<file path="src/rtl/rev_tick_pkg.sv">
// Shared types for the revolution tick generator.
package rev_tick_pkg;

    typedef enum logic [1:0] {
        IDLE,
        WAIT_SYNC,
        RUN,
        HOLD
    } rev_state_t;

endpackage

</file>
<file path="src/rtl/frac_tick_accum.sv">
// Bresenham-style fractional accumulator: adds TICKS_PER_REV each enabled cycle
// and signals a step whenever the running sum reaches the period.
module frac_tick_accum #(
    parameter int PERIOD_W      = 27,
    parameter int TICKS_PER_REV = 256
) (
    input  logic                clear_i,
    input  logic                enable_i,
    input  logic [PERIOD_W-1:0] period_i,
    input  logic [PERIOD_W-1:0] acc_i,
    output logic                step_o,
    output logic [PERIOD_W-1:0] acc_next_o
);

    localparam logic [PERIOD_W:0] STEP = (PERIOD_W+1)'(TICKS_PER_REV);

    logic [PERIOD_W:0] sum;

    // One extra bit on the sum so acc + TICKS_PER_REV never wraps before the compare.
    always_comb begin
        sum        = {1'b0, acc_i} + STEP;
        step_o     = 1'b0;
        acc_next_o = acc_i;
        if (clear_i) begin
            acc_next_o = '0;
        end else if (enable_i) begin
            if (sum >= {1'b0, period_i}) begin
                step_o     = 1'b1;
                acc_next_o = PERIOD_W'(sum - {1'b0, period_i});
            end else begin
                acc_next_o = sum[PERIOD_W-1:0];
            end
        end
    end

endmodule

</file>
<file path="src/rtl/rev_tick_gen.sv">
// Column-strobe generator: spreads TICKS_PER_REV ticks evenly over a measured
// revolution period and realigns to slot 0 on every accepted sync pulse.
module rev_tick_gen
    import rev_tick_pkg::*;
#(
    parameter int TICKS_PER_REV = 256,
    parameter int PERIOD_W      = 27
) (
    input  logic                             clk_in,
    input  logic                             rst_in,
    input  logic                             sync_in,
    input  logic [PERIOD_W-1:0]              period_in,
    input  logic                             period_valid_in,
    output logic                             tick_out,
    output logic [$clog2(TICKS_PER_REV)-1:0] slot_out,
    output logic                             locked_out,
    output logic                             err_out
);

    localparam int                SLOT_W     = $clog2(TICKS_PER_REV);
    localparam logic [PERIOD_W:0] MIN_PERIOD = (PERIOD_W+1)'(TICKS_PER_REV);
    localparam logic [SLOT_W-1:0] LAST_SLOT  = SLOT_W'(TICKS_PER_REV - 1);

    rev_state_t          state_q, state_d;
    logic [PERIOD_W-1:0] period_q, period_d;
    logic [PERIOD_W-1:0] pend_period_q, pend_period_d;
    logic                pending_q, pending_d;
    logic [PERIOD_W-1:0] acc_q;
    logic [SLOT_W-1:0]   slot_q, slot_d;
    logic                tick_q, tick_d;
    logic                locked_q, locked_d;
    logic                err_q, err_d;

    logic                periodAccept;
    logic                periodReject;
    logic                accClear;
    logic                accEnable;
    logic                accStep;
    logic [PERIOD_W-1:0] accNext;
    logic [SLOT_W-1:0]   slotInc;

    frac_tick_accum #(
        .PERIOD_W      (PERIOD_W),
        .TICKS_PER_REV (TICKS_PER_REV)
    ) u_accum (
        .clear_i    (accClear),
        .enable_i   (accEnable),
        .period_i   (period_q),
        .acc_i      (acc_q),
        .step_o     (accStep),
        .acc_next_o (accNext)
    );

    always_ff @(posedge clk_in) begin
        if (rst_in) begin
            state_q       <= IDLE;
            period_q      <= '0;
            pend_period_q <= '0;
            pending_q     <= 1'b0;
            acc_q         <= '0;
            slot_q        <= '0;
            tick_q        <= 1'b0;
            locked_q      <= 1'b0;
            err_q         <= 1'b0;
        end else begin
            state_q       <= state_d;
            period_q      <= period_d;
            pend_period_q <= pend_period_d;
            pending_q     <= pending_d;
            acc_q         <= accNext;
            slot_q        <= slot_d;
            tick_q        <= tick_d;
            locked_q      <= locked_d;
            err_q         <= err_d;
        end
    end

    // A sync consumes the old shadow; a period arriving in the same cycle stays pending.
    always_comb begin
        state_d       = state_q;
        period_d      = period_q;
        pend_period_d = pend_period_q;
        pending_d     = pending_q;
        slot_d        = slot_q;
        tick_d        = 1'b0;
        accClear      = 1'b0;
        accEnable     = 1'b0;
        slotInc       = slot_q + 1'b1;

        periodAccept  = period_valid_in && ({1'b0, period_in} >= MIN_PERIOD);
        periodReject  = period_valid_in && !periodAccept;
        err_d         = periodReject;

        if (periodAccept) begin
            pend_period_d = period_in;
            pending_d     = 1'b1;
        end

        case (state_q)
            IDLE: begin
                if (periodAccept) begin
                    state_d = WAIT_SYNC;
                end
            end
            WAIT_SYNC, RUN, HOLD: begin
                if (sync_in) begin
                    if (pending_q) begin
                        period_d = pend_period_q;
                    end
                    pending_d = periodAccept;
                    accClear  = 1'b1;
                    slot_d    = '0;
                    tick_d    = 1'b1;
                    state_d   = RUN;
                end else if (state_q == RUN) begin
                    accEnable = 1'b1;
                    if (accStep) begin
                        slot_d = slotInc;
                        tick_d = 1'b1;
                        if (slotInc == LAST_SLOT) begin
                            state_d = HOLD;
                        end
                    end
                end
            end
            default: state_d = IDLE;
        endcase

        locked_d = (state_d == RUN) || (state_d == HOLD);
    end

    assign tick_out   = tick_q;
    assign slot_out   = slot_q;
    assign locked_out = locked_q;
    assign err_out    = err_q;

endmodule

</file>
<file path="config.mk">
export PLATFORM = sky130hd
export DESIGN_NAME = rev_tick_gen
export DESIGN_NICKNAME = d
export VERILOG_FILES = /design/src/rtl/rev_tick_pkg.sv /design/src/rtl/frac_tick_accum.sv /design/src/rtl/rev_tick_gen.sv
export SDC_FILE = /design/constraint.sdc
export NUM_CORES = 1
export LEC_CHECK = 0
export CELL_PAD_IN_SITES_DETAIL_PLACEMENT = 1
export CELL_PAD_IN_SITES_GLOBAL_PLACEMENT = 1
export CORE_MARGIN = 2
export CORE_UTILIZATION = 39
export CTS_CLUSTER_DIAMETER = 200
export DETAILED_ROUTE_END_ITERATION = 8
export PLACE_DENSITY = 0.74
export SYNTH_ARGS = -nofsm -noshare
export SYNTH_HDL_FRONTEND = slang
export SYNTH_SLANG_ARGS = --single-unit
</file>
<file path="constraint.sdc">
create_clock -name clk_in -period 3.93 [get_ports clk_in]
set_input_delay 1.179 -clock clk_in [delete_from_list [all_inputs] [get_ports clk_in]]
set_output_delay 1.179 -clock clk_in [all_outputs]
set_load 0.05 [all_outputs]
</file>
======== Word level (Yosys, flattened, before mapping) ========
Cells that the tools add are included.
storage, ports and cells
  register bits ........................... 95
  input port bits ......................... 31
  output and inout port bits .............. 11
  word-level logic and storage cells ...... 57
operators by class
  bitwise operators ....................... 1
  reduce and logical (&&, ||, !) cells .... 12
  multiplexer cells ....................... 24
  add/sub/neg operators ................... 3
  magnitude comparators ................... 2
  equality and inequality tests ........... 6
operators with widths
  cell                     count
  $add A27 B9 Y28 const B  1
  $ge A28 B27 Y1           1
  $ge A27 B9 Y1 const B    1
  $mux W27                 1
  $sub A27 B27 Y27         1
  $mux W8                  3
  $mux W1                  14
  $mux W2                  5
  $add A8 B1 Y8 const B    1
  $eq A2 B2 Y1 const B     4
  $eq A8 B8 Y1 const B     1
  $reduce_and A3 Y1        2
  $pmux W2 S2              1
  $reduce_bool A2 Y1       2
  $reduce_or A2 Y1         2
  $reduce_or A3 Y1         1
  $eq A2 B1 Y1 const B     1
  $logic_and A1 B1 Y1      2
  $logic_not A2 Y1         1
  $logic_not A1 Y1         1
  $logic_or A1 B1 Y1       1
  $not A1 Y1               1

======== Longest topological paths before layout ========
  depth after elaboration ................. 12
  depth in mapped cells ................... 17
  gate-level depth less buffers ........... 15

======== Modules after synthesis ========
From an unflattened synthesis, not the netlist that was laid out.
unflattened totals
  cells, all modules ...................... 770
  area, all modules ....................... 6170.9 sq um
by module, submodules not included
  module           times used  area each (sq um)  cells an instance  sequential area each (sq um)
  rev_tick_gen     1           3299.4             352                1901.8
  frac_tick_accum  1           2871.5             418                0.0

======== Worst setup path after synthesis ========
OpenSTA, ideal clock, no wires.
  kind .................................... register to register
  start ................................... register acc_q[8]
  end ..................................... register acc_q[7]
  period minus slack after synthesis ...... 3.769 ns
  stages on the path, launching flop included .. 17
  data arrival time ....................... 3.698 ns
  path slack .............................. 0.161 ns
  data required time ...................... 3.860 ns
  path buffers ............................ 1
  library setup time ...................... 0.070 ns
  path through ............................ dfxtp_1 ha_1 and3_1 nand3_1 nor2_1 nand2_1 xnor2_1 ha_1 nand3_1 nor3_1 a21oi_1 a31oi_1 or3_1 buf_2 nand2_2 or4_1 a21oi_1
on the way
  cells in the longest elaborated chain, start to end .. 3
ends and longest elaborated chain
  element                 RTL line               RTL
  from (decl)             rev_tick_gen.sv:28     logic [PERIOD_W-1:0] acc_q;
  from (signal assigned)  rev_tick_gen.sv:70     acc_q <= accNext;
  $add A27 B9 Y28         frac_tick_accum.sv:21  sum = {1'b0, acc_i} + STEP;
  $ge A28 B27 Y1          frac_tick_accum.sv:27  if (sum >= {1'b0, period_i}) begin
  $mux W27                frac_tick_accum.sv:27
Every way passes these cells.
A chain may end at the register's enable or synchronous reset.

======== Final worst setup path ========
  start ................................... register acc_q[8]
  end ..................................... register slot_q[1], in the netlist slot_out[1]
on the way
  cells in the longest elaborated chain, start to end .. 7
ends and longest elaborated chain
  element                              RTL line               RTL
  $add A27 B9 Y28                      frac_tick_accum.sv:21
  $ge A28 B27 Y1                       frac_tick_accum.sv:27
  $mux W1                              frac_tick_accum.sv:27
  $mux W1                              frac_tick_accum.sv:26  end else if (enable_i) begin
  $mux W1                              frac_tick_accum.sv:24  if (clear_i) begin
  $reduce_bool A2 Y1 (no source line)  n/a
  $reduce_and A3 Y1 (no source line)   n/a
  to (signal assigned)                 rev_tick_gen.sv:71     slot_q <= slot_d;
  to (decl)                            rev_tick_gen.sv:29     logic [SLOT_W-1:0] slot_q, slot_d;
Every way passes these cells.

==> reports/results.tsv <==
metric	value	unit
grt_start_max_net_pins	68	
vias_per_cell	5.58	
clock_path_buffers	2	
slew_headroom	0.427	
clkTransAtPathRegs	80	ps
synth-edff-count	0	
drt-initial-drc-count	375	
cp-start-kind	register	
dieArea	15200	um^2
dp_hpwl	12500	um
worstSetupPathType	register to register	
place_congestion	0.942	
drc	0	
pre_cts_slack	-33.7	ps
synth_top_area_share	0.342	
required	4220	ps
synth_top_flop_cell	dfxtp_1	
dr_total_vias	5386	
fin_skew	8.87	ps
coreArea	13900	um^2
cts_tree	done	
max_stage_delay	410	ps
synth_area	5560	um^2
drive_gt1_frac	0.106	
overflow	0	
cp_slowest_cell	ha_2	
routed_wl	17000	um
num_rows	43	
port_buffers	41	
slew_viol_final	0	
grt_use_total	0.235	
ir_drop	0.204	mV
worst_pin_slew	858	ps
die-height	123	um
cts-hold-fix-buffers	0	
dp_cells	946	
cp_top_family	simple AND/OR/NAND/NOR gates	
syn_nets	799	
numClockSinks	95	
arrival	4120	ps
diodes	0	
min_period	3830	ps
endpoint_kind	register	
critical_path.max_fanout	22	
finalCritPeriodShare	0.974	
synth_cell_type_count	64	
hold_class	register to register	
hold_violations	0	
setup_viol	0	
path_cells	ha_2 -> and3_1 -> nand3_1 -> nor2_2 -> buf_4 -> xnor2_1 -> ha_2 -> nand2_1 -> o21ai_1 -> or3b_1 -> a31oi_2 -> buf_4 -> o31a_1 -> buf_12 -> mux2_2 -> nor2_1	
final_cells	965	
cp.buffers_inverters	3	
grt_pass1_vias	5545	
ys_seq_area_frac	0.342	
synth_warnings	0	
insertion_delay	360	ps
synthArstFlopShare	0	
max_cap_violations	0	
cts-htree-levels	3	
worst_slack	104	ps
die_w	123	um
avgRoutedWirePerCell	17.6	um
final_nets	842	
dr.pass1.iters	4	
cts-buffers-inserted	9	
synth.avg_cell_area	7.55	um^2
synth_seq_cells	95	
synth_top_cell_by_area	dfxtp_1	
cts_root_buf	clkbuf_16	
antenna_found_initial	0	
netlist_top_cells_area	dfxtp_1 34%, nand2_1 9.6%, a21oi_1 9.4%	
io-pin-count	42	
status	finished clean	
postRouteAntennaNets	0	
leakage	2.47	nW
max_freq	261	MHz
p_per_area	396	nW/um^2
grt_first_pass_wirelength	27900	um
area_growth	20.8	%
syn_inst	737	
start_util	0.401	
## through the flow
| step | total power [mW] | utilization | cell area [um^2] | hold WS (ps) | TNS, ps |
|---|---|---|---|---|---|
| global route | 2.79 | 0.484 | 6720 | 471 | -938 |
| detailed placement | 1.64 | 0.449 | 6240 | 448 | -58.8 |
| global placement | 1.62 | 0.449 | 6240 | 440 | 0 |
| CTS | 2.65 | 0.474 | 6580 | 457 | 0 |
| floorplan | 1.45 | - | 5560 | 432 | 0 |
| finish | 2.66 | 0.484 | 6720 | 456 | 0 |
## state kept, by name (all words and copies together), names as in the netlist
register       count
tick_out           1
pend_period_q     27
acc_q             27
pending_q          1
locked_out         1
err_out            1
slot_out           8
period_q          27
state_q            2
## routing by layer
metal / part of all wire / GRT usage / wire length, um
met5: 0 / 0 / 0
met2: 0.48 / 0.381 / 8070
met4: 0.014 / 0.0739 / 231
met3: 0.035 / 0.0383 / 599
met1: 0.48 / 0.318 / 8060
## Yosys cell counts (all sizes together) (2+ instances only)
| master | instances |
|---|---|
| clkbuf | 28 |
| or3b | 2 |
| a21oi | 104 |
| a41oi | 2 |
| nand4 | 8 |
| nor3 | 10 |
| a21o | 9 |
| o31a | 3 |
| xnor2 | 27 |
| a31oi | 8 |
| mux2i | 6 |
| a21boi | 3 |
| nor4 | 10 |
| buf | 8 |
| o31ai | 5 |
| nand2 | 144 |
| nand2b | 3 |
| o21ai | 23 |
| and3 | 9 |
| a211oi | 15 |
| xor2 | 11 |
| inv | 40 |
| a221oi | 5 |
| o22ai | 4 |
| a211o | 2 |
| ha | 30 |
| dfxtp | 95 |
| nand3 | 26 |
| o21bai | 3 |
| a311o | 2 |
| and2 | 5 |
| nor2b | 4 |
| nor2 | 43 |
| o21a | 8 |
| or3 | 12 |
| nor3b | 3 |
## kinds of logic after synthesis
family / count (synthesis) / share of synthesized area
simple gates: 285 / 0.235
compound gates: 205 / 0.225
flops: 95 / 0.342
buf+inv: 76 / 0.0547
xor+xnor: 38 / 0.0598
fa+ha+maj: 31 / 0.0711
mux: 7 / 0.0128
## area by class of cell
cell class                 instances  area, um^2
clock buffer                       9         225
clock inverter                     7         109
timing repair buffer              68         621
inverter                          40         150
sequential                        95        1910
fill                            1761        7160
tap                              180         225
multi-input combinational        566        3480
## worst min-delay path, cell delays in order (launching register included)
cell	delay, ps
dfxtp_1	310
nand2_1	50
a21oi_1	50
## cells in the final DEF (no fill, tap or decap), drive strengths merged, types with 23 or more instances in the layout
cell type      count
a21oi            104
buf               28
clkdlybuf4s50     40
dfxtp             95
ha                30
inv               45
nand2            144
nand3             26
nor2              43
o21ai             23
xnor2             27
## where the power goes
part | internal, mW | total, mW | switching, mW | leakage (nW)
registers | 0.991 | 1.01 | 0.0211 | 0.775
clock network | 0.574 | 1.01 | 0.432 | 0.165
logic | 0.266 | 0.644 | 0.377 | 1.53
## what timing repair did
action | CTS | global route
endpoints found under the setup margin | 3 | 36
pin swaps | 0 | 5
gates cloned | 0 | 0
gates resized for setup | 2 | 31
setup buffers | 0 | 3
## final timing paths
path | from | end | slack (ps) | depth (start not counted)
setup / recovery | acc_q[8] | slot_out[1] | 100 | 16
hold / removal | pend_period_q[6] | period_q[6] | 460 | 2
setup reg to reg | acc_q[8] | slot_out[1] | 100 | 16
hold reg to reg | pend_period_q[6] | period_q[6] | 460 | 2
Power figures use the tool's default switching activity.
